<file path="config.mk">
export PLATFORM = sky130hd
export DESIGN_NAME = axi_burst_master_flat
export DESIGN_NICKNAME = d
export VERILOG_FILES = /design/src/rtl/axi_burst_master_if.sv /design/src/rtl/axi_burst_master.sv /design/src/flat_wrapper.sv
export SDC_FILE = /design/constraint.sdc
export NUM_CORES = 1
export LEC_CHECK = 0
export ABC_AREA = 1
export CORE_AREA = 2 2 118 120
export CTS_BUF_LIST = sky130_fd_sc_hd__clkbuf_4 sky130_fd_sc_hd__clkbuf_8
export DETAILED_ROUTE_END_ITERATION = 16
export DIE_AREA = 0 0 120 122
export GPL_TIMING_DRIVEN = 0
export MAX_ROUTING_LAYER = met4
export PLACE_DENSITY = 0.72
export SYNTH_ARGS = -nofsm -noshare
export SYNTH_HDL_FRONTEND = slang
export SYNTH_SLANG_ARGS = --single-unit
</file>
<file path="constraint.sdc">
create_clock -name clk -period 2.7 [get_ports clk]
set_input_delay 0.54 -clock clk [delete_from_list [all_inputs] [get_ports clk]]
set_output_delay 0.54 -clock clk [all_outputs]
set_load 0.02 [all_outputs]
</file>
<file path="src/rtl/axi_burst_master_if.sv">
// AXI4 bus bundle shared by axi_burst_master (master side) and axi_slave (slave side).
// Widths come from AXI_ADDR_WIDTH / AXI_DATA_WIDTH / AXI_ID_WIDTH.
`ifndef AXI_ADDR_WIDTH
`define AXI_ADDR_WIDTH 32
`endif
`ifndef AXI_DATA_WIDTH
`define AXI_DATA_WIDTH 32
`endif
`ifndef AXI_ID_WIDTH
`define AXI_ID_WIDTH 4
`endif

interface axi_if;
  logic [`AXI_ID_WIDTH-1:0]     awid;
  logic [`AXI_ADDR_WIDTH-1:0]   awaddr;
  logic [7:0]                   awlen;
  logic [2:0]                   awsize;
  logic [1:0]                   awburst;
  logic                         awvalid;
  logic                         awready;
  logic [`AXI_DATA_WIDTH-1:0]   wdata;
  logic [`AXI_DATA_WIDTH/8-1:0] wstrb;
  logic                         wlast;
  logic                         wvalid;
  logic                         wready;
  logic [`AXI_ID_WIDTH-1:0]     bid;
  logic [1:0]                   bresp;
  logic                         bvalid;
  logic                         bready;
  logic [`AXI_ID_WIDTH-1:0]     arid;
  logic [`AXI_ADDR_WIDTH-1:0]   araddr;
  logic [7:0]                   arlen;
  logic [2:0]                   arsize;
  logic [1:0]                   arburst;
  logic                         arvalid;
  logic                         arready;
  logic [`AXI_ID_WIDTH-1:0]     rid;
  logic [`AXI_DATA_WIDTH-1:0]   rdata;
  logic [1:0]                   rresp;
  logic                         rlast;
  logic                         rvalid;
  logic                         rready;

  modport master (
    output awid, awaddr, awlen, awsize, awburst, awvalid, input awready,
    output wdata, wstrb, wlast, wvalid, input wready,
    input  bresp, bvalid, output bready,
    output arid, araddr, arlen, arsize, arburst, arvalid, input arready,
    input  rdata, rresp, rlast, rvalid, output rready
  );

  modport slave (
    input  awid, awaddr, awlen, awsize, awburst, awvalid, output awready,
    input  wdata, wstrb, wlast, wvalid, output wready,
    output bid, bresp, bvalid, input bready,
    input  arid, araddr, arlen, arsize, arburst, arvalid, output arready,
    output rid, rdata, rresp, rlast, rvalid, input rready
  );
endinterface

</file>
<file path="src/rtl/axi_burst_master.sv">
// Command-driven AXI4 master: each {write/read, addr, len} command becomes one INCR burst.
// Define AXI_MASTER_TIMEOUT_EN to enable the per-channel watchdog.
`ifndef AXI_ADDR_WIDTH
`define AXI_ADDR_WIDTH 32
`endif
`ifndef AXI_DATA_WIDTH
`define AXI_DATA_WIDTH 32
`endif
`ifndef AXI_ID_WIDTH
`define AXI_ID_WIDTH 4
`endif

module axi_burst_master #(
  parameter int MAX_LEN        = 16,
  parameter int AXI_ID         = 0,
  parameter int TIMEOUT_CYCLES = 1024
) (
  input  logic                       clk,
  input  logic                       rst_n,
  axi_if.master                      axi,
  input  logic                       cmd_valid,
  output logic                       cmd_ready,
  input  logic                       cmd_write,
  input  logic [`AXI_ADDR_WIDTH-1:0] cmd_addr,
  input  logic [7:0]                 cmd_len,
  input  logic [`AXI_DATA_WIDTH-1:0] wr_data,
  input  logic                       wr_valid,
  output logic                       wr_ready,
  output logic [`AXI_DATA_WIDTH-1:0] rd_data,
  output logic                       rd_valid,
  output logic                       rd_last,
  input  logic                       rd_ready,
  output logic                       done,
  output logic [1:0]                 resp,
  output logic                       busy,
  output logic                       timeout
);
  localparam logic [8:0]               MAX_LEN_W = 9'(MAX_LEN);
  localparam logic [2:0]               AXSIZE    = 3'($clog2(`AXI_DATA_WIDTH / 8));
  localparam logic [`AXI_ID_WIDTH-1:0] AXID      = `AXI_ID_WIDTH'(AXI_ID);

  typedef enum logic [2:0] {S_IDLE, S_REJ, S_AW, S_W, S_B, S_AR, S_R} state_t;

  state_t                     state, state_nxt;
  logic [`AXI_ADDR_WIDTH-1:0] addr_q;
  logic [7:0]                 len_q;
  logic [7:0]                 beat;
  logic [1:0]                 racc;
  logic                       cmd_hs, len_bad, aw_hs, w_hs, b_hs, ar_hs, r_hs, any_hs, expire;

  function automatic logic [1:0] resp_max(input logic [1:0] a, input logic [1:0] b);
    return (a > b) ? a : b;
  endfunction

  assign cmd_hs  = cmd_valid && (state == S_IDLE);
  assign len_bad = {1'b0, cmd_len} >= MAX_LEN_W;
  assign aw_hs   = (state == S_AW) && axi.awready;
  assign w_hs    = (state == S_W) && wr_valid && axi.wready;
  assign b_hs    = (state == S_B) && axi.bvalid;
  assign ar_hs   = (state == S_AR) && axi.arready;
  assign r_hs    = (state == S_R) && axi.rvalid && rd_ready;
  assign any_hs  = aw_hs || w_hs || b_hs || ar_hs || r_hs;

`ifdef AXI_MASTER_TIMEOUT_EN
  localparam int TW = $clog2(TIMEOUT_CYCLES + 1);
  logic [TW-1:0] wd_cnt;

  // Watchdog restarts on every channel handshake, so it bounds each individual wait.
  always_ff @(posedge clk or negedge rst_n) begin
    if (!rst_n)                                    wd_cnt <= '0;
    else if (state == S_IDLE || state == S_REJ || any_hs) wd_cnt <= '0;
    else                                           wd_cnt <= wd_cnt + 1'b1;
  end

  assign expire = (state inside {S_AW, S_W, S_B, S_AR, S_R}) && !any_hs &&
                  (wd_cnt == TW'(TIMEOUT_CYCLES - 1));
`else
  assign expire = 1'b0;
`endif

  always_ff @(posedge clk or negedge rst_n) begin
    if (!rst_n) state <= S_IDLE;
    else        state <= state_nxt;
  end

  always_comb begin
    state_nxt = state;
    if (expire) begin
      state_nxt = S_IDLE;
    end else begin
      case (state)
        S_IDLE:  if (cmd_valid) state_nxt = len_bad ? S_REJ : (cmd_write ? S_AW : S_AR);
        S_REJ:   state_nxt = S_IDLE;
        S_AW:    if (aw_hs) state_nxt = S_W;
        S_W:     if (w_hs && beat == len_q) state_nxt = S_B;
        S_B:     if (b_hs) state_nxt = S_IDLE;
        S_AR:    if (ar_hs) state_nxt = S_R;
        S_R:     if (r_hs && axi.rlast) state_nxt = S_IDLE;
        default: state_nxt = S_IDLE;
      endcase
    end
  end

  always_ff @(posedge clk) begin
    if (cmd_hs) begin
      addr_q <= cmd_addr;
      len_q  <= cmd_len;
    end
  end

  // done lands in the first IDLE cycle, alongside cmd_ready, so commands can chain with no bubble.
  always_ff @(posedge clk or negedge rst_n) begin
    if (!rst_n) begin
      beat    <= '0;
      racc    <= '0;
      resp    <= '0;
      done    <= 1'b0;
      timeout <= 1'b0;
    end else begin
      done    <= 1'b0;
      timeout <= expire;
      if (cmd_hs)             beat <= '0;
      else if (w_hs || r_hs)  beat <= beat + 8'd1;
      if (cmd_hs)             racc <= '0;
      else if (r_hs)          racc <= resp_max(racc, axi.rresp);
      if (expire) begin
        done <= 1'b1;
        resp <= 2'b11;
      end else if (cmd_hs && len_bad) begin
        done <= 1'b1;
        resp <= 2'b10;
      end else if (b_hs) begin
        done <= 1'b1;
        resp <= axi.bresp;
      end else if (r_hs && axi.rlast) begin
        done <= 1'b1;
        resp <= (beat != len_q) ? 2'b10 : resp_max(racc, axi.rresp);
      end
    end
  end

  always_comb begin
    axi.awid    = AXID;
    axi.awaddr  = addr_q;
    axi.awlen   = len_q;
    axi.awsize  = AXSIZE;
    axi.awburst = 2'b01;
    axi.awvalid = (state == S_AW);
    axi.wdata   = wr_data;
    axi.wstrb   = '1;
    axi.wlast   = (beat == len_q);
    axi.wvalid  = (state == S_W) && wr_valid;
    axi.bready  = (state == S_B);
    axi.arid    = AXID;
    axi.araddr  = addr_q;
    axi.arlen   = len_q;
    axi.arsize  = AXSIZE;
    axi.arburst = 2'b01;
    axi.arvalid = (state == S_AR);
    axi.rready  = (state == S_R) && rd_ready;
    cmd_ready   = (state == S_IDLE);
    busy        = (state != S_IDLE);
    wr_ready    = (state == S_W) && axi.wready;
    rd_data     = axi.rdata;
    rd_valid    = (state == S_R) && axi.rvalid;
    rd_last     = axi.rlast;
  end
endmodule
</file>
<file path="src/flat_wrapper.sv">
// flat-port wrapper written by rule: the top's interface ports become plain ports
module axi_burst_master_flat 
#(
  parameter int MAX_LEN        = 16,
  parameter int AXI_ID         = 0,
  parameter int TIMEOUT_CYCLES = 1024
)
  (clk, rst_n, cmd_valid, cmd_ready, cmd_write, cmd_addr, cmd_len, wr_data, wr_valid, wr_ready, rd_data, rd_valid, rd_last, rd_ready, done, resp, busy, timeout, axi_awid, axi_awaddr, axi_awlen, axi_awsize, axi_awburst, axi_awvalid, axi_awready, axi_wdata, axi_wstrb, axi_wlast, axi_wvalid, axi_wready, axi_bresp, axi_bvalid, axi_bready, axi_arid, axi_araddr, axi_arlen, axi_arsize, axi_arburst, axi_arvalid, axi_arready, axi_rdata, axi_rresp, axi_rlast, axi_rvalid, axi_rready);
  axi_if axi_i ();
  input  logic clk;
  input  logic rst_n;
  input  logic cmd_valid;
  output logic cmd_ready;
  input  logic cmd_write;
  input  logic [`AXI_ADDR_WIDTH-1:0] cmd_addr;
  input  logic [7:0] cmd_len;
  input  logic [`AXI_DATA_WIDTH-1:0] wr_data;
  input  logic wr_valid;
  output logic wr_ready;
  output logic [`AXI_DATA_WIDTH-1:0] rd_data;
  output logic rd_valid;
  output logic rd_last;
  input  logic rd_ready;
  output logic done;
  output logic [1:0] resp;
  output logic busy;
  output logic timeout;
  output wire logic [$bits(axi_i.awid)-1:0] axi_awid;
  output wire logic [$bits(axi_i.awaddr)-1:0] axi_awaddr;
  output wire logic [$bits(axi_i.awlen)-1:0] axi_awlen;
  output wire logic [$bits(axi_i.awsize)-1:0] axi_awsize;
  output wire logic [$bits(axi_i.awburst)-1:0] axi_awburst;
  output wire logic [$bits(axi_i.awvalid)-1:0] axi_awvalid;
  input wire logic [$bits(axi_i.awready)-1:0] axi_awready;
  output wire logic [$bits(axi_i.wdata)-1:0] axi_wdata;
  output wire logic [$bits(axi_i.wstrb)-1:0] axi_wstrb;
  output wire logic [$bits(axi_i.wlast)-1:0] axi_wlast;
  output wire logic [$bits(axi_i.wvalid)-1:0] axi_wvalid;
  input wire logic [$bits(axi_i.wready)-1:0] axi_wready;
  input wire logic [$bits(axi_i.bresp)-1:0] axi_bresp;
  input wire logic [$bits(axi_i.bvalid)-1:0] axi_bvalid;
  output wire logic [$bits(axi_i.bready)-1:0] axi_bready;
  output wire logic [$bits(axi_i.arid)-1:0] axi_arid;
  output wire logic [$bits(axi_i.araddr)-1:0] axi_araddr;
  output wire logic [$bits(axi_i.arlen)-1:0] axi_arlen;
  output wire logic [$bits(axi_i.arsize)-1:0] axi_arsize;
  output wire logic [$bits(axi_i.arburst)-1:0] axi_arburst;
  output wire logic [$bits(axi_i.arvalid)-1:0] axi_arvalid;
  input wire logic [$bits(axi_i.arready)-1:0] axi_arready;
  input wire logic [$bits(axi_i.rdata)-1:0] axi_rdata;
  input wire logic [$bits(axi_i.rresp)-1:0] axi_rresp;
  input wire logic [$bits(axi_i.rlast)-1:0] axi_rlast;
  input wire logic [$bits(axi_i.rvalid)-1:0] axi_rvalid;
  output wire logic [$bits(axi_i.rready)-1:0] axi_rready;
  assign axi_awid = axi_i.awid;
  assign axi_awaddr = axi_i.awaddr;
  assign axi_awlen = axi_i.awlen;
  assign axi_awsize = axi_i.awsize;
  assign axi_awburst = axi_i.awburst;
  assign axi_awvalid = axi_i.awvalid;
  assign axi_i.awready = axi_awready;
  assign axi_wdata = axi_i.wdata;
  assign axi_wstrb = axi_i.wstrb;
  assign axi_wlast = axi_i.wlast;
  assign axi_wvalid = axi_i.wvalid;
  assign axi_i.wready = axi_wready;
  assign axi_i.bresp = axi_bresp;
  assign axi_i.bvalid = axi_bvalid;
  assign axi_bready = axi_i.bready;
  assign axi_arid = axi_i.arid;
  assign axi_araddr = axi_i.araddr;
  assign axi_arlen = axi_i.arlen;
  assign axi_arsize = axi_i.arsize;
  assign axi_arburst = axi_i.arburst;
  assign axi_arvalid = axi_i.arvalid;
  assign axi_i.arready = axi_arready;
  assign axi_i.rdata = axi_rdata;
  assign axi_i.rresp = axi_rresp;
  assign axi_i.rlast = axi_rlast;
  assign axi_i.rvalid = axi_rvalid;
  assign axi_rready = axi_i.rready;
  axi_burst_master #(.MAX_LEN(MAX_LEN), .AXI_ID(AXI_ID), .TIMEOUT_CYCLES(TIMEOUT_CYCLES)) u_core (.clk(clk), .rst_n(rst_n), .axi(axi_i), .cmd_valid(cmd_valid), .cmd_ready(cmd_ready), .cmd_write(cmd_write), .cmd_addr(cmd_addr), .cmd_len(cmd_len), .wr_data(wr_data), .wr_valid(wr_valid), .wr_ready(wr_ready), .rd_data(rd_data), .rd_valid(rd_valid), .rd_last(rd_last), .rd_ready(rd_ready), .done(done), .resp(resp), .busy(busy), .timeout(timeout));
endmodule
</file>
==> impl_results.md, run 1 <==
* Worst path cell trace: clkdlybuf4s50_1 -> inv_1 -> nor2_1 -> clkdlybuf4s50_1
* Tcrit/Tclk final at ~88%
* Max Fclk at 418.9 MHz
* # H-tree levels at 2
* Post-layout util at 44.55%
* Setup-failing EPs final at 0
* CTS Buf Count at 5
* Synth Area in XOR/XNOR at less than 1%
* Worst path top cell family by delay: buffers and inverters
* Clock transition at path regs at approximately 0.10 ns
* Number of nets still failing antenna checks after routing at 0
* Detailed Place HPWL at 8227 um
* CTS max path bufs at 2
* Num rows at 43
* Hold Path Class: reg2reg
* Worst-Margin Slew at 1.098 ns
* Crit Reg-Reg Endpoint: u_core.beat[3]$_DFFE_PN0P_
* Gr usage total at 12.74%
* Total gr overflow at 0
* Status: finished, final reports clean
* Initial DRC count at just under 90
* Most frequent CP cell: clkdlybuf4s50_1
* Synth Warn # at 0
* Drt pass-1 iters at 4
* Crit path buf inv count at 3
* Clock Latency Late Sink at 0.31 ns
* Register area share after synthesis at 46.65%
* Crit Path Max Fanout at 3
* Syn-to-layout area delta at 75.22%
* Slew headroom at between 20% and 30%
* Most frequent cells in the layout: clkdlybuf4s50_1 (212), buf_4 (128), nand2_1 (57), edfxtp_1 (40), inv_1 (34)
* Die Ht at 122 um
* Crit-path slowest cell: clkdlybuf4s50_1
* Worst setup EP type: output port
* Floorplan Core Area at 13500 um^2
* Largest net degree at the start of global routing at 43
* PD cells at 664.9 nW/um^2
* LEAKAGE at 0.002705 uW
* CP startpoint: axi_rvalid
* Synth Area in Simple Gates at approximately 15%
* Vias at 3007
* Ports at 301
* # diodes at 0
* Input/output buffers at 213
* Die width at roughly 120 um
* Vias in the first global route at 2883
* Largest family of logic cells by synthesized area: buffers and inverters
* Final hold viol count at 0
* Initial Utilization at approximately 25%
* Hold Path Sink: u_core.resp[0]$_DFFE_PN0P_
* Root Buffer: clkbuf_8
* Final #Nets at 729
* FF-to-FF setup slack at 0.59 ns
* Hold path start: u_core.resp[0]$_DFFE_PN0P_
* Routed WL per cell at 12.52 um
* CP peak stage delay at 0.62 ns
* First-pass GRT wire length at approximately 14000 um
* Post-Syn Instances at about 360
* FF-to-FF Start: u_core.state[0]$_DFFE_PN0P_
* CTS tree: yes
* Critical Path AT at 1.85 ns
* Yosys reg bits at between 50 and 60
* Layout cells sized above 1 at 26.40%
* Hold depth at 2
* Total die area at around 15000 um^2
* Mapped Area at 3433 um^2
* Final cell count without fillers at 786
* Synth Area in Adders at 1.458%
* DRC errors left at 0
* Fillers at 1264
* Peak VDD IR at 466.8 uV
* Post-CTS Hold Fix Bufs at 0
* Via-per-instance ratio at 3.826
* WHS at 0.5653 ns
* Data required time at the worst endpoint at 2.16 ns
* Complex-gate fraction of the synthesized area at 3.171%
* Synth Area per Inst at 9.458 um^2
* Max Cap Viol at 0
* Placed Cells at 777
* Crit path time final at 2.387 ns
* Worst clock skew at ~0.0043 ns
* Routability congestion estimate at 0.8406
* Worst reg2reg path depth at 9
* Clock Sinks at 56
* Leading cell type in the layout, fill and taps excluded: clkdlybuf4s50_1
* RSZ-0062 raised after global routing: false
* Mux contribution to synthesized area at 0%
* Cell variety after synth at 30
* Routed wire length at a little under 10000 um
* Critical path class: in2out
* Startpoint Class: input port
* Max Slew Vio Count at 0
* Initial antenna violation count at 0
==> how the worst max path moves through the flow <==
stage                                 endpoint  slack [ns]  depth (start not counted)
floorplan           u_core.beat[3]$_DFFE_PN0P_        0.65                          9
global placement    u_core.beat[3]$_DFFE_PN0P_       -0.09                          9
detailed placement  u_core.beat[3]$_DFFE_PN0P_       -0.15                          9
CTS                                  axi_wlast        0.05                          6
global route                         cmd_ready        0.25                          4
finish                                rd_valid        0.31                          4
==> power breakdown <==
part | switching [uW] | total [uW] | leakage, uW | internal [uW]
combinational | 1000 | 2030 | 0.00205 | 1030
sequential | 152 | 1310 | 0.000589 | 1150
clock | 286 | 660 | 0.0000687 | 374
==> worst register-to-register path: cells and delay by family, from the launching register on <==
family | cells | cell delay, ns
AO/OA/AOI/OAI | 1 | 0.11
buffers and inverters | 2 | 0.28
flip-flops | 1 | 0.48
AND/OR/NAND/NOR | 6 | 1.15
==> layer usage <==
metal | GRT usage [%] | vias up | share of wire (%)
li1 | - | 1482 | -
met1 | 14.36 | 1374 | 40
met2 | 23.44 | 147 | 53
met3 | 2.575 | 4 | 6.5
met4 | 2.500 | 0 | 0.56
met5 | - | - | 0
==> Yosys cell counts, drive strengths merged <==
master / count / area [um^2]
dfrtp: 16 / 400.4
buf: 129 / 972.2
nand2: 65 / 269.0
xnor2: 2 / 17.52
inv: 38 / 147.6
nor3: 3 / 31.28
nor4: 1 / 6.260
o22ai: 1 / 6.260
nand4: 4 / 25.02
a21boi: 1 / 7.510
nand3: 16 / 95.09
ha: 4 / 50.05
conb: 2 / 7.510
o21ai: 11 / 55.05
a21oi: 6 / 33.78
edfxtp: 40 / 1201
a31oi: 1 / 6.260
nor2: 23 / 101.4
==> repair_timing <==
item	CTS	global route
resized for setup	0	1
buffers inserted	0	0
endpoints found under the setup margin	0	3
==> sequential cells by signal (all words and copies together), names as in the netlist <==
| signal | cells |
|---|---|
| u_core.state | 3 |
| u_core.done | 1 |
| u_core.axi.araddr | 32 |
| u_core.beat | 8 |
| u_core.axi.arlen | 8 |
| u_core.resp | 2 |
| u_core.racc | 2 |
==> logic make-up (layout without fill, tap and decap cells) <==
| group | Yosys count | in the layout |
|---|---|---|
| simple gates | 112 | 113 |
| compound gates | 20 | 20 |
| flops | 56 | 56 |
| fa+ha+maj | 4 | 4 |
| xor+xnor | 2 | 2 |
| other cells | 2 | 23 |
| buf+inv | 167 | 388 |
==> through the flow <==
step	total power [uW]	setup TNS (ns)	setup WS, ns	area (um^2)
2_1_floorplan	2407	0	0.6450	3512
3_3_place_gp	3337	-0.1434	-0.08612	5869
3_5_place_dp	3370	-0.4971	-0.1519	5869
4_1_cts	4040	0	0.05222	6007
5_1_grt	4206	0	0.2494	6016
6_report	4000	0	0.3127	6016
==> final cells by class <==
type	instances	area [um^2]	share of cell area, %
multi-input cells	162	797.0	13.25
clock buffers	5	68.82	1.144
flip-flops and latches	56	1602	26.62
well taps	180	225.2	3.744
inverters	38	147.6	2.454
clock inverters	3	68.82	1.144
plain buffers	129	972.2	16.16
repair buffers	213	2135	35.48
Note: power is estimated with default switching activity, not from simulation.
==> inputs of run 2 (changes only) <==
--- a/config.mk
+++ b/config.mk
@@ -6,13 +6,15 @@
 export NUM_CORES = 1
 export LEC_CHECK = 0
 export ABC_AREA = 1
-export CORE_AREA = 2 2 118 120
+export CELL_PAD_IN_SITES_DETAIL_PLACEMENT = 0
+export CELL_PAD_IN_SITES_GLOBAL_PLACEMENT = 2
+export CORE_MARGIN = 8
+export CORE_UTILIZATION = 16
 export CTS_BUF_LIST = sky130_fd_sc_hd__clkbuf_4 sky130_fd_sc_hd__clkbuf_8
 export DETAILED_ROUTE_END_ITERATION = 16
-export DIE_AREA = 0 0 120 122
 export GPL_TIMING_DRIVEN = 0
 export MAX_ROUTING_LAYER = met4
-export PLACE_DENSITY = 0.72
+export PLACE_DENSITY = 0.85
 export SYNTH_ARGS = -nofsm -noshare
 export SYNTH_HDL_FRONTEND = slang
 export SYNTH_SLANG_ARGS = --single-unit
==> run 2 against run 1 <==
Final cell count grew 12%. Worst setup slack lost 0.047 ns. Combinational power grew 2%. Largest cell class unchanged. First-iteration DRC count shrank 28%. Sequential power is essentially flat. Fmax shrank 1.9%. Worst hold slack lost 0.024 ns. Sequential share of layout area shrank 0.34 points.
==> impl_results.md, run 2 (synthesis gave the netlist of run 1 again) <==
* Max Cap Viol at 0 (unchanged)
* Slew headroom at 44.56% (+18 points)
* Root Buffer: clkbuf_8
* Max Slew Vio Count at 0 (unchanged)
* Layout cells sized above 1 at 26.24% (-0.17 points)
* Setup-failing EPs final at 0 (unchanged)
* Initial Utilization at 16.33% (-9.1 points)
* Worst setup EP type: output port
* Final #Nets at 729 (unchanged)
* Largest net degree at the start of global routing at 43 (unchanged)
* Input/output buffers at 213 (unchanged)
* Routed wire length at 12100 um (+23%)
* Routed WL per cell at 13.73 um (+9.7%)
* Final setup TNS at 0 ns (unchanged)
* Die Ht at 162.5 um (+33%)
* FF-to-FF setup slack at 0.77 ns (+0.18 ns)
* Crit Reg-Reg Endpoint: u_core.beat[3]$_DFFE_PN0P_
* Hold Path Sink: u_core.resp[1]$_DFFE_PN0P_
* Worst clock skew at 0.006188 ns (+0.001865 ns)
* Clock Sinks at 56 (unchanged)
* Ports at 301 (unchanged)
* Hold Path Class: reg2reg
* # H-tree levels at 2 (unchanged)
* Total die area at 26400 um^2 (+80%)
* CP startpoint: u_core.state[2]$_DFFE_PN0P_
* Most frequent cells in the layout: clkdlybuf4s50_1 (212), buf_4 (128), nand2_1 (57), edfxtp_1 (40), inv_1 (34)
* First-pass GRT wire length at 17530 um (+24%)
* Leading cell type in the layout, fill and taps excluded: clkdlybuf4s50_1
* Peak VDD IR at 392.6 uV (-16%)
* Status: finished, final reports clean
* Die width at 162.5 um (+35%)
* Clock Latency Late Sink at 0.33 ns (+0.02 ns)
* # diodes at 0 (unchanged)
* Number of nets still failing antenna checks after routing at 0 (unchanged)
* Final hold viol count at 0 (unchanged)
* Critical Path AT at 1.89 ns (+0.04 ns)
* Max Fclk at 410.8 MHz (-1.9%)
* Floorplan Core Area at 21020 um^2 (+56%)
* Initial antenna violation count at 0 (unchanged)
* Crit Path Max Fanout at 6 (+3)
* Detailed Place HPWL at 10270 um (+25%)
* Data required time at the worst endpoint at 2.16 ns (about the same)
* Num rows at 53 (+23%)
* Tcrit/Tclk final at 90.16% (+1.7 points)
* PD cells at 631.8 nW/um^2 (-5.0%)
* Worst-Margin Slew at 0.8291 ns (-0.2694 ns)
* Syn-to-layout area delta at 77.48%
* CTS max path bufs at 2 (unchanged)
* Hold path start: u_core.resp[1]$_DFFE_PN0P_
* Hold depth at 2 (unchanged)
* Routability congestion estimate at 0.7584 (-9.8%)
* RSZ-0062 raised after global routing: false
* Critical path class: reg2out
* Worst reg2reg path depth at 9 (unchanged)
* Crit path time final at 2.434 ns (+0.04693 ns)
* DRC errors left at 0 (unchanged)
* Startpoint Class: register
* Initial DRC count at 63 (-28%)
* Max FFs per register at 32 (unchanged)
* Via-per-instance ratio at 3.287 (-14%)
* Gr usage total at 8.827% (-3.9 points)
* Vias at 2896 (-3.7%)
* Fillers at 2224 (+76%)
* Clock transition at path regs at 0.11 ns (about the same)
* WHS at 0.5418 ns (-0.02350 ns)
* CTS Buf Count at 5 (unchanged)
* CTS tree: yes
* Vias in the first global route at 2951 (+2.4%)
* Drt pass-1 iters at 4 (unchanged)
* LEAKAGE at 0.002688 uW (-0.61%)
* Total gr overflow at 0 (unchanged)
* FF-to-FF Start: u_core.state[0]$_DFFE_PN0P_
[run 2: cell types whose count changed in the layout (fill, tap and decap cells not counted), sizes merged]
cell and change:
clkinv +3, bufinv -2, buf +1, inv -1, nor2 -1
[run 2: metrics by stage]
step	std cells	instance area [um^2]	utilization [%]	setup slack (ns)	power [uW]
after global placement	872	5988	28.49	-0.2409	3405
after floorplan	384	3512	-	0.6450	2407
after detailed placement	872	5988	28.49	-0.2405	3413
after global routing	881	6093	28.99	0.09594	4087
after CTS	880	6071	28.88	0.01629	3927
final	881	6093	28.99	0.2658	3850
[run 2: how the worst max path moves through the flow]
stage                                       to  slack [ns]  cells past startpoint
global route                          wr_ready         0.1                      4
CTS                                  axi_wlast        0.02                      6
finish                                wr_ready        0.27                      4
detailed placement  u_core.beat[3]$_DFFE_PN0P_       -0.24                      9
global placement    u_core.beat[3]$_DFFE_PN0P_       -0.24                      9
floorplan           u_core.beat[3]$_DFFE_PN0P_        0.65                      9
[run 2: power breakdown]
| part | internal, uW | switching [uW] | leakage, uW |
|---|---|---|---|
| clock | 178 | 299 | 0.0000453 |
| combinational | 1050 | 1040 | 0.00205 |
| sequential | 1150 | 140 | 0.000589 |
[run 2: cell type report]
class	count	area [um^2]	share of cell area, %
Tap cell	275	344.1	5.647
Clock buffer	5	68.82	1.129
Multi-Input combinational cell	161	790.8	12.98
Timing Repair Buffer	214	2155	35.36
Inverter	38	147.6	2.423
Clock inverter	3	13.76	0.2259
Buffer	129	972.2	15.95
Sequential cell	56	1602	26.28
[run 2: timing repair]
action                     in CTS  in global routing
gates resized for setup         0                  1
setup endpoints to repair       0                  1
setup buffers                   0                  0
hold buffers                    0                  0
[run 2: critical path, stage by stage, from the launching register on]
cell	delay [ns]
dfrtp_1	0.48
inv_1	0.16
nand3_2	0.15
nor2_2	0.15
clkdlybuf4s50_1	0.63
[run 2: layer usage]
| layer | track usage [%] | share of wire [%] |
|---|---|---|
| met5 | - | 0 |
| met4 | 2.525 | 1.1 |
| met3 | 1.997 | 6.7 |
| met2 | 15.17 | 52 |
| met1 | 10.12 | 40 |
==> inputs of run 3 (changes only) <==
--- a/config.mk
+++ b/config.mk
@@ -6,6 +6,7 @@
 export NUM_CORES = 1
 export LEC_CHECK = 0
 export ABC_AREA = 1
+export CAP_MARGIN = 30
 export CELL_PAD_IN_SITES_DETAIL_PLACEMENT = 0
 export CELL_PAD_IN_SITES_GLOBAL_PLACEMENT = 2
 export CORE_MARGIN = 8
==> run 3 against run 2 <==
Total power hardly changed. Wire length hardly changed. Via count grew 0.14%. Worst setup slack improved by 0.0053 ns. Worst hold slack worse by 0.00053 ns. Sequential cell count is the same. Critical path depth unchanged. Sequential share of layout area unchanged.
==> impl_results.md, run 3 (synthesis gave the netlist of run 1 again) <==
* Vias at 2900 (+0.14%)
* Initial antenna violation count at 0 (unchanged)
* Post-CTS Hold Fix Bufs at 0 (unchanged)
* Largest net degree at the start of global routing at 31 (-28%)
* Root Buffer: clkbuf_8
* Fillers at 2213 (-0.49%)
* Die Ht at 162.5 um (unchanged)
* Most frequent cells in the layout: clkdlybuf4s50_1 (212), buf_4 (128), nand2_1 (57), edfxtp_1 (40), inv_1 (34)
* Num rows at 53 (unchanged)
* Critical Path AT at 1.89 ns (about the same)
* Dpl ws at 0.3124 ns (+0.5529 ns)
* LEAKAGE at 0.002688 uW (unchanged)
* Input/output buffers at 213 (unchanged)
* Final setup TNS at 0 ns (unchanged)
* Comb pwr share at 54.1% (about the same)
* Clock power frac at 12.4% (about the same)
* Status: finished, final reports clean
* Initial DRC count at 108 (+71%)
* PD cells at 631.9 nW/um^2 (about the same)
* Final instance area at 6093 um^2 (unchanged)
* Total die area at 26400 um^2 (unchanged)
* Max FFs per register at 32 (unchanged)
* Vias in the first global route at 2921 (-1.0%)
* Worst-Margin Slew at 0.8220 ns (-0.007033 ns)
* CTS max path bufs at 2 (unchanged)
* Slew headroom at 45.03% (+0.47 points)
* Startpoint Class: register
* Worst clock skew at 0.004978 ns (-0.001210 ns)
* Max Cap Viol at 0 (unchanged)
* Clock Sinks at 56 (unchanged)
* Routed WL per cell at 13.74 um (about the same)
* Drt pass-1 iters at 4 (unchanged)
* Hold Path Class: reg2reg
* Clock Latency Late Sink at 0.32 ns (about the same)
* Floorplan Core Area at 21020 um^2 (unchanged)
* Final cell count without fillers at 881 (unchanged)
* CTS tree: yes
* Clock transition at path regs at 0.10 ns (about the same)
* Worst setup EP type: output port
* P_sw at 1478 uW (about the same)
* Routed wire length at 12100 um (about the same)
* Die width at 162.5 um (unchanged)
* First-pass GRT wire length at 17480 um (-0.24%)
* Crit-path slowest cell: clkdlybuf4s50_1
* Max Slew Vio Count at 0 (unchanged)
* FF-to-FF setup slack at 0.77 ns (about the same)
* Detailed Place HPWL at 10460 um (+1.9%)
* DRC errors left at 0 (unchanged)
* Peak VDD IR at 302.9 uV (-23%)
* Gr usage total at 8.823% (about the same)
* Max Fclk at 411.7 MHz (+0.22%)
* Crit Path Max Fanout at 6 (unchanged)
* Layout cells sized above 1 at 26.24% (unchanged)
* Setup-failing EPs final at 0 (unchanged)
* Syn-to-layout area delta at 77.48% (unchanged)
* Routability congestion estimate at 0.7584 (unchanged)
* RSZ-0062 raised after global routing: false
* Initial Utilization at 16.33% (unchanged)
* Final hold viol count at 0 (unchanged)
* Number of nets still failing antenna checks after routing at 0 (unchanged)
* Ports at 301 (unchanged)
* Critical path class: reg2out
* Switch share at 38.39% (about the same)
* Total gr overflow at 0 (unchanged)
* Tcrit/Tclk final at 89.96% (-0.20 points)
* Final #Nets at 729 (unchanged)
* Placed cell area at 6008 um^2 (+0.33%)
* Placed Cells at 873 (+0.11%)
* PnR worst setup slack at 0.2711 ns (+0.005293 ns)
* Crit path time final at 2.429 ns (-0.005293 ns)
* CP peak stage delay at 0.62 ns (about the same)
* CTS Buf Count at 5 (unchanged)
* Internal at 2372 uW (about the same)
* Via-per-instance ratio at 3.292 (+0.14%)
* # H-tree levels at 2 (unchanged)
* Worst path cell trace: inv_1 -> nand3_2 -> nor2_2 -> clkdlybuf4s50_1
* Data required time at the worst endpoint at 2.16 ns (about the same)
* Sequential Power Share at 33.4% (about the same)
* Leading cell type in the layout, fill and taps excluded: clkdlybuf4s50_1
* # diodes at 0 (unchanged)
[run 3: cell counts in the layout (fill, tap and decap cells not counted)]
Identical to the previous run, type by type.
[run 3: worst max-delay path: cells and delay by family (launching register included)]
| kind | cells | cell delay (ns) |
|---|---|---|
| buffers and inverters | 2 | 0.77 |
| DFF | 1 | 0.47 |
| and+or+nand+nor | 2 | 0.32 |
[run 3: repair_timing]
action,CTS,global route
buffers inserted,0,0
setup endpoints to repair,0,1
resized for setup,0,1
[run 3: power by group through the flow]
| stage | combinational [uW] | sequential [uW] | clock [uW] |
|---|---|---|---|
| after CTS | 2130 | 1300 | 520 |
| after detailed placement | 2120 | 1310 | 0 |
| after floorplan | 929 | 1480 | 0 |
| after global routing | 2210 | 1320 | 547 |
| after global placement | 2090 | 1310 | 0 |
| final | 2080 | 1290 | 479 |
[run 3: path summary, 6_finish.rpt]
check | cells after the start | start | to
hold / removal | 2 | u_core.resp[1]$_DFFE_PN0P_ | u_core.resp[1]$_DFFE_PN0P_
hold reg to reg | 2 | u_core.resp[1]$_DFFE_PN0P_ | u_core.resp[1]$_DFFE_PN0P_
setup / recovery | 4 | u_core.state[2]$_DFFE_PN0P_ | wr_ready
min in group asynchronous | 1 | rst_n | u_core.racc[1]$_DFFE_PN0P_
setup reg to reg | 9 | u_core.state[0]$_DFFE_PN0P_ | u_core.beat[3]$_DFFE_PN0P_
max in group asynchronous | 1 | rst_n | u_core.state[0]$_DFFE_PN0P_
[run 3: stage by stage]
| step | utilization, % | total power (uW) | hold slack [ns] |
|---|---|---|---|
| after floorplan | - | 2407 | 0.2444 |
| after global placement | 28.49 | 3405 | 0.5084 |
| after detailed placement | 28.58 | 3431 | 0.5232 |
| after CTS | 28.97 | 3941 | 0.5499 |
| after global routing | 28.99 | 4084 | 0.5795 |
| final | 28.99 | 3850 | 0.5413 |
[run 3: area by class of cell]
class / instances / area (um^2) / area share, %
Tap cell: 275 / 344.1 / 5.647
Inverter: 38 / 147.6 / 2.423
Multi-Input combinational cell: 161 / 790.8 / 12.98
Buffer: 129 / 972.2 / 15.95
Clock inverter: 3 / 13.76 / 0.2259
Sequential cell: 56 / 1602 / 26.28
Clock buffer: 5 / 68.82 / 1.129
Timing Repair Buffer: 214 / 2155 / 35.36
[run 3: per-layer routing]
layer	share of wire (%)	global-route usage, %	vias up
li1	-	-	1487
met1	40	10.09	1291
met2	52	15.21	114
met3	7.0	1.972	8
met4	1.1	2.525	0
met5	0	-	-
